[src/rtl/rlm_pkg.sv]
// Shared types and constants for the run-length monitor.
package rlm_pkg;

  localparam int RLM_CNT_W_DEF = 8;
  localparam int RLM_DROP_W    = 8;

  typedef enum logic [0:0] {
    IDLE = 1'b0,
    RUN  = 1'b1
  } rlm_state_e;

  // Saturating increment for the drop counter
  function automatic logic [RLM_DROP_W-1:0] drop_inc(input logic [RLM_DROP_W-1:0] v);
    if (v == {RLM_DROP_W{1'b1}}) begin
      drop_inc = v;
    end else begin
      drop_inc = v + {{(RLM_DROP_W-1){1'b0}}, 1'b1};
    end
  endfunction

endpackage

[src/rtl/rlm_out_reg.sv]
// Single-entry valid/ready report register; counts captures lost while full.
module rlm_out_reg
  import rlm_pkg::*;
#(
  parameter int CNT_W = RLM_CNT_W_DEF
) (
  input  logic                  clk,
  input  logic                  rstn,
  input  logic                  cap_valid,
  input  logic [CNT_W-1:0]      cap_len,
  input  logic                  cap_sat,
  input  logic                  rpt_ready,
  output logic                  rpt_valid,
  output logic [CNT_W-1:0]      rpt_len,
  output logic                  rpt_sat,
  output logic [RLM_DROP_W-1:0] drop_cnt
);

  logic                  valid_r;
  logic [CNT_W-1:0]      len_r;
  logic                  sat_r;
  logic [RLM_DROP_W-1:0] drop_r;

  // Load on capture when empty or draining, otherwise drop; clear on a plain transfer
  always_ff @(posedge clk or negedge rstn) begin
    if (!rstn) begin
      valid_r <= 1'b0;
      len_r   <= {CNT_W{1'b0}};
      sat_r   <= 1'b0;
      drop_r  <= {RLM_DROP_W{1'b0}};
    end else begin
      if (cap_valid) begin
        if (!valid_r || rpt_ready) begin
          valid_r <= 1'b1;
          len_r   <= cap_len;
          sat_r   <= cap_sat;
        end else begin
          drop_r  <= drop_inc(drop_r);
        end
      end else if (valid_r && rpt_ready) begin
        valid_r <= 1'b0;
      end
    end
  end

  assign rpt_valid = valid_r;
  assign rpt_len   = len_r;
  assign rpt_sat   = sat_r;
  assign drop_cnt  = drop_r;

endmodule

[src/rtl/run_length_monitor.sv]
// Measures the length of each high run on `in` and reports it through a holding register.
// Optional feature: define RLM_MAX_TRACK_EN to add the max_len output.
module run_length_monitor
  import rlm_pkg::*;
#(
  parameter int CNT_W = RLM_CNT_W_DEF
) (
  input  logic                  clk,
  input  logic                  rstn,
  input  logic                  in,
  input  logic                  rpt_ready,
  output logic                  rpt_valid,
  output logic [CNT_W-1:0]      rpt_len,
  output logic                  rpt_sat,
  output logic [RLM_DROP_W-1:0] drop_cnt
`ifdef RLM_MAX_TRACK_EN
  ,
  output logic [CNT_W-1:0]      max_len
`endif
);

  localparam logic [CNT_W-1:0] CNT_MAX = {CNT_W{1'b1}};
  localparam logic [CNT_W-1:0] CNT_ONE = CNT_W'(1);

  rlm_state_e       state_r, state_nxt_s;
  logic [CNT_W-1:0] run_cnt_r, cnt_nxt_s;
  logic             sat_r, sat_nxt_s;
  logic             capture_s;

  // Run FSM next-state; the counter holds at its maximum instead of wrapping
  always_comb begin
    state_nxt_s = state_r;
    cnt_nxt_s   = run_cnt_r;
    sat_nxt_s   = sat_r;
    capture_s   = 1'b0;
    case (state_r)
      IDLE: begin
        if (in) begin
          state_nxt_s = RUN;
          cnt_nxt_s   = CNT_ONE;
          sat_nxt_s   = 1'b0;
        end else begin
          state_nxt_s = IDLE;
        end
      end
      RUN: begin
        if (in) begin
          if (run_cnt_r != CNT_MAX) begin
            cnt_nxt_s = run_cnt_r + CNT_ONE;
          end else begin
            cnt_nxt_s = run_cnt_r;
          end
          sat_nxt_s = sat_r | (run_cnt_r >= (CNT_MAX - CNT_ONE));
        end else begin
          capture_s   = 1'b1;
          state_nxt_s = IDLE;
        end
      end
      default: begin
        state_nxt_s = IDLE;
        cnt_nxt_s   = {CNT_W{1'b0}};
        sat_nxt_s   = 1'b0;
      end
    endcase
  end

  // Run FSM state registers
  always_ff @(posedge clk or negedge rstn) begin
    if (!rstn) begin
      state_r   <= IDLE;
      run_cnt_r <= {CNT_W{1'b0}};
      sat_r     <= 1'b0;
    end else begin
      state_r   <= state_nxt_s;
      run_cnt_r <= cnt_nxt_s;
      sat_r     <= sat_nxt_s;
    end
  end

  rlm_out_reg #(
    .CNT_W (CNT_W)
  ) u_out_reg (
    .clk       (clk),
    .rstn      (rstn),
    .cap_valid (capture_s),
    .cap_len   (run_cnt_r),
    .cap_sat   (sat_r),
    .rpt_ready (rpt_ready),
    .rpt_valid (rpt_valid),
    .rpt_len   (rpt_len),
    .rpt_sat   (rpt_sat),
    .drop_cnt  (drop_cnt)
  );

`ifdef RLM_MAX_TRACK_EN
  logic [CNT_W-1:0] max_len_r;

  // Largest captured length, dropped reports included
  always_ff @(posedge clk or negedge rstn) begin
    if (!rstn) begin
      max_len_r <= {CNT_W{1'b0}};
    end else if (capture_s && (run_cnt_r > max_len_r)) begin
      max_len_r <= run_cnt_r;
    end
  end

  assign max_len = max_len_r;
`endif

endmodule

[config.mk]
export PLATFORM = sky130hd
export DESIGN_NAME = run_length_monitor
export DESIGN_NICKNAME = d
export VERILOG_FILES = /design/src/rtl/rlm_pkg.sv /design/src/rtl/rlm_out_reg.sv /design/src/rtl/run_length_monitor.sv
export SDC_FILE = /design/constraint.sdc
export NUM_CORES = 1
export LEC_CHECK = 0
export ABC_AREA = 1
export BUFFER_PORTS_ARGS = -buffer_cell sky130_fd_sc_hd__buf_2
export CAP_MARGIN = 20
export CORE_MARGIN = 1.5
export CORE_UTILIZATION = 60
export CTS_BUF_LIST = sky130_fd_sc_hd__clkbuf_4 sky130_fd_sc_hd__clkbuf_8 sky130_fd_sc_hd__clkbuf_16
export DETAILED_ROUTE_END_ITERATION = 7
export GPL_ROUTABILITY_DRIVEN = 0
export PLACE_DENSITY = 0.87
export SYNTH_ARGS = -nofsm -noshare
export SYNTH_HDL_FRONTEND = slang
export SYNTH_SLANG_ARGS = --single-unit
[constraint.sdc]
create_clock -name clk -period 2.75 [get_ports clk]
set_input_delay 0.4125 -clock clk [delete_from_list [all_inputs] [get_ports clk]]
set_output_delay 0.4125 -clock clk [all_outputs]
set_load 0.02 [all_outputs]
==> results of run 1 <==
==> cells in the final DEF (no fill, tap or decap), drive strengths merged <==
master  Yosys  routed
nand2      63      63
inv        21      21
nand3b      1       1
nand3      17      17
xor2        1       1
a21oi       3       3
xnor2       2       2
dfrtp      28      28
o211ai      1       1
buf         4      21
or2         1       1
o21ai      18      18
ha          3       3
clkbuf      0       4
a31oi       1       1
nor2       10      10
nor3        3       3
nand4       2       2
==> final cells by class <==
cell class	instances	area, µm²
well taps	28	35.0
inverters	21	78.8
fillers	180	654
flip-flops and latches	28	701
clock buffers	4	36.3
multi-input cells	126	644
repair buffers	21	105
==> through the flow <==
stage,util [%],total power (W)
floorplan,-,0.000679
CTS,71.0,0.000953
finish,71.0,0.000951
global placement,69.4,0.000744
detailed placement,69.4,0.000760
global route,71.0,0.00101
==> sequential cells by signal, indices dropped and copies added, names as in the netlist <==
register / cells
run_cnt_r: 8
u_out_reg.drop_cnt: 8
u_out_reg.rpt_len: 8
sat_r: 1
state_r: 1
u_out_reg.rpt_sat: 1
u_out_reg.rpt_valid: 1
==> worst max-delay path by stage <==
stage	from	end	slack, ps
floorplan	u_out_reg.drop_cnt[1]$_DFFE_PN0P_	u_out_reg.drop_cnt[7]$_DFFE_PN0P_	1370
global placement	in	u_out_reg.drop_cnt[0]$_DFFE_PN0P_	1370
detailed placement	run_cnt_r[1]$_DFFE_PN0P_	run_cnt_r[3]$_DFFE_PN0P_	1330
CTS	run_cnt_r[1]$_DFFE_PN0P_	run_cnt_r[3]$_DFFE_PN0P_	1290
global route	run_cnt_r[1]$_DFFE_PN0P_	run_cnt_r[7]$_DFFE_PN0P_	1160
finish	run_cnt_r[1]$_DFFE_PN0P_	run_cnt_r[7]$_DFFE_PN0P_	1270
==> power groups by stage <==
stage / combinational, W / sequential [W] / clock (W)
2_1_floorplan: 0.000119 / 0.000561 / 0
6_report: 0.000240 / 0.000512 / 0.000199
3_3_place_gp: 0.000231 / 0.000513 / 0
4_1_cts: 0.000243 / 0.000510 / 0.000200
5_1_grt: 0.000264 / 0.000520 / 0.000224
3_5_place_dp: 0.000241 / 0.000518 / 0
==> cells by family (layout without fill, tap and decap cells) <==
logic type                 after synthesis  after routing  share of synthesized area, %
adders and majority gates                3              3                          2.56
and+or+nand+nor                         97             97                          30.3
DFF                                     28             28                          47.9
AOI/OAI and AO/OA                       23             23                          9.40
xor gates and xnor gates                 3              3                          1.80
buffers and inverters                   25             46                          8.12
==> layer usage <==
layer  track usage, %  up-vias
met5                0        -
met4             11.1        0
met3             3.14        8
met2             39.8       50
met1             31.9      578
li1                 -      614
==> worst max-delay path: cells and delay by family (launching register included) <==
family | cells | cell delay [ps]
compound gates | 1 | 50
simple gates | 5 | 640
flops | 1 | 500
fa+ha+maj | 1 | 230
==> impl_metrics.ini, run 1 <==
[placed_design]
port_buffers = 21
preCtsSetupSlack_ps = 1330
dp_hpwl_um = 2210
placed_cell_area_mm2 = 0.00156
dpl.cell_count = 224

[yosys]
synth_flop_cell = dfrtp_1
syn_avg_cell_area_um2 = 8.18
synth_edf_count = 0
netlist_area_mm2 = 0.00146
synth_fp_nets = 186
ys_seq_area_share_pct = 47.9
synth_seq_cells = 28
synth_most_common_cell = nand2_1
synthArstFlopShare_pct = 100
syn_inst = 179
yosysWarnings = 0
synth_cell_types = 27
synth_largest_area_cell = dfrtp_1
synthTopCellsByCount = 59 x nand2_1, 28 x dfrtp_1, 16 x nand3_1
synth_top_area_share_pct = 47.9
synth.area.top_cells = dfrtp_1 48%, nand2_1 15%, nand3_1 5.5%

[timing]
setup_viol = 0
skew_ps = 6.34
min_period_ps = 1480
fin_crit_sh_pct = 53.8
worstMarginPinSlew_ps = 601
layout_setup_ws_ps = 1270
hold_viol_final = 0
hold_ws_ps = 67.7
finalSetupTns_ps = 0
rsz0062_at_grt = false
max_freq_ghz = 0.676
max-slew-margin-rel_pct = 59.9
final_max_slew_viol_count = 0

[critical_path]
required_ps = 3020
cp.arrival_ps = 1750
r2r_end = run_cnt_r[7]$_DFFE_PN0P_
cp_slowest_cell = dfrtp_1
reg2reg_from = run_cnt_r[1]$_DFFE_PN0P_
worst-setup-path-type = flop to flop
critPathMaxStageDelay_ps = 500
critPathLaunchType = flop
regToRegSetupSlack_ps = 1270
end_kind = flop
r2r_cells = 7
path_max_fanout = 11
cp_cell_sequence = ha_1, nand2_2, nor2_4, nand4_4, nand2_4, nand2_1, o21ai_2

[detailed_routing]
wirelength_um = 2940
highest_layer = met4
vias = 1250
avgViaCountPerCell = 5.48
wl_met2_um = 1390
wl_met1_um = 1340
drtAntennaViolNets = 0
wl_met3_um = 143
wl_per_cell_um = 12.9
drtIter0Drc = 44
drc = 0
dr.pass1.iters = 4

[floorplanning]
pin_count = 22
rows = 17
core_mm2 = 0.00225
die_w_um = 52.4
start_util_pct = 64.9
fp.dieH_um = 52.4
dieArea_mm2 = 0.00275

[clocking]
clock_path_buffers = 2
cts_resized = 0
ctsHoldBuffers = 0
tritoncts = built
clock-sinks = 28
worstSkewPairLatency_ps = 330
cts_htree_levels = 1
numCtsBuffers = 3
cts_setup_buffers = 0
cts-root-buf = clkbuf_4
clk_pin_slew_worst_paths_ps = 150

[run_status]
status = complete, no violations

[finish]
area_growth_pct = 9.32
drive_above_1_share_pct = 22.5
fin_area_mm2 = 0.00160
final_cell_count_no_fill = 228
fin_nets = 208
diodes = 0

[run]
max_cap_violations = 0

[power_and_ir_drop]
pwr-share-clk_pct = 20.9
power_frac_seq_pct = 53.9
power-per-cell-area_mw_per_mm2 = 594
p_switching_w = 0.000328
max-vdd-ir-drop_mv = 0.465
power.internal_w = 0.000623
switching_share_pct = 34.5
p_leak_nw = 0.825
comb_power_share_pct = 25.2

[global_route]
grt-ovfl-total = 0
grt_usage_pct = 24.3
grt_pass1_wl_um = 4980
grt_max_degree = 29
antenna_found_initial = 0
grt_pass1_vias = 1158

[hold_path]
min_path_type = primary input to async pin
Note: power is estimated with default switching activity, not from simulation.
==> run 2: changes to the inputs <==
CORE_UTILIZATION = 50   (was 60)
PLACE_DENSITY = 0.78   (was 0.87)
clock period = 1.3 ns   (was 2.75 ns; I/O delays follow)
==> run 2 against run 1 <==
  * The run now ends with negative setup slack left
  * Sequential power increased by 110%
  * Final area rose by 12%
  * Global-route usage fell by 3.1 points
  * Critical endpoint unchanged
==> impl_metrics.ini, run 2 (same netlist as run 1, synthesis figures left out) <==
[global_route]
grt_most_used_layer = met2
grt_pass1_vias = 1246
grt-ovfl-total = 0
antenna_found_initial = 0
grt_use_met2_pct = 34.2
grt_max_degree = 19
grtUsageMet1_pct = 27.1
use_met3_pct = 4.54
grt_usage_pct = 21.2
grt_pass1_wl_um = 5340

[finish]
final_cell_mix = 56 x nand2_1, 26 x dfrtp_1, 20 x buf_2
final_cell_count_no_fill = 244
area_growth_pct = 22.0
drive_above_1_share_pct = 31.5
post-route-util_pct = 64.7
layout_commonest_cell = nand2_1
diodes = 0
fin_nets = 221

[floorplanning]
pin_count = 22
die_w_um = 57.1
fp.dieH_um = 57.1
dieArea_mm2 = 0.00326
core_mm2 = 0.00276
start_util_pct = 53.1
rows = 19

[placed_design]
dp_hpwl_um = 2350
preCtsSetupSlack_ps = -54.5
dpl.cell_count = 236
port_buffers = 21

[timing]
finalSetupTns_ps = -327
skew_ps = 8.27
max-slew-margin-rel_pct = 79.8
setup_viol = 8
fin_crit_sh_pct = 104
min_period_ps = 1360
hold_viol_final = 0
layout_setup_ws_ps = -56.0
max_freq_ghz = 0.737
worstMarginPinSlew_ps = 304
final_max_slew_viol_count = 0
rsz0062_at_grt = true

[critical_path]
end_kind = flop
cp.arrival_ps = 1630
critPathBufInv = 0
path_max_fanout = 11
worst-setup-path-type = flop to flop
cp_top_family = simple AND/OR/NAND/NOR gates
critPathLaunchType = flop
critPathMaxStageDelay_ps = 430
cp_cell_sequence = ha_2, nand2_2, nor2_4, nand4_4, nand2_8, nand2_1, o21ai_2
required_ps = 1580
cp_slowest_cell = dfrtp_1

[run]
max_cap_violations = 0

[power_and_ir_drop]
power-per-cell-area_mw_per_mm2 = 1240
finalPower_w = 0.00221
p_leak_nw = 0.907
max-vdd-ir-drop_mv = 0.984

[clocking]
clock-sinks = 28
clock_path_buffers = 2
tritoncts = built
numCtsBuffers = 3
clk_pin_slew_worst_paths_ps = 150
worstSkewPairLatency_ps = 330
cts-root-buf = clkbuf_4
cts_htree_levels = 1

[detailed_routing]
drc = 0
wl_per_cell_um = 13.0
drtIter0Drc = 53
vias = 1315
avgViaCountPerCell = 5.39
drtAntennaViolNets = 0
wirelength_um = 3170
dr.pass1.iters = 4

[run_status]
violations = negative setup slack
status = finished, violations left

[hold_path]
min_path_type = primary input to flop
[run 2: final timing paths]
path / startpoint / endpoint / slack (ps) / cells after the start
setup / recovery: run_cnt_r[0]$_DFFE_PN0P_ / run_cnt_r[7]$_DFFE_PN0P_ / -60 / 7
hold / removal: in / state_r$_DFF_PN0_ / 180 / 2
setup reg to reg: run_cnt_r[0]$_DFFE_PN0P_ / run_cnt_r[7]$_DFFE_PN0P_ / -60 / 7
hold reg to reg: u_out_reg.rpt_sat$_DFFE_PN0P_ / u_out_reg.rpt_sat$_DFFE_PN0P_ / 490 / 2
max in group asynchronous: rstn / u_out_reg.drop_cnt[5]$_DFFE_PN0P_ / 650 / 3
min in group asynchronous: rstn / run_cnt_r[0]$_DFFE_PN0P_ / 260 / 2
[run 2: timing repair]
| item | CTS | global route |
|---|---|---|
| buffers inserted | 2 | 1 |
| pin swaps | 0 | 1 |
| hold buffers | 1 | 0 |
| endpoints found under the hold margin | 23 | 0 |
| gates resized for setup | 6 | 9 |
| endpoints found under the setup margin | 14 | 25 |
| gates cloned | 0 | 0 |
[run 2: layout make-up]
cell class | count | area [µm²]
clock buffer | 4 | 36.3
tap | 31 | 38.8
inverter | 21 | 78.8
fill | 223 | 972
multi-input combinational | 126 | 708
sequential | 28 | 703
timing repair buffer | 34 | 220
[run 2: routing by layer]
| metal | up-vias | wire length, µm |
|---|---|---|
| met4 | 0 | 67 |
| met2 | 52 | 1530 |
| met3 | 10 | 174 |
| li1 | 646 | - |
| met5 | - | 0 |
| met1 | 607 | 1410 |
[run 2: metrics by stage]
stage | hold slack (ps) | area, µm²
after floorplan | -101 | 1470
after global placement | 94.2 | 1650
after detailed placement | 98.5 | 1650
after CTS | 181 | 1740
after global routing | 162 | 1790
final | 183 | 1790
[run 2: power by group]
group	internal (W)	leakage [nW]	switching [W]
Sequential	0.000978	0.370	0.000109
Combinational	0.000295	0.516	0.000404
Clock	0.000172	0.0210	0.000254
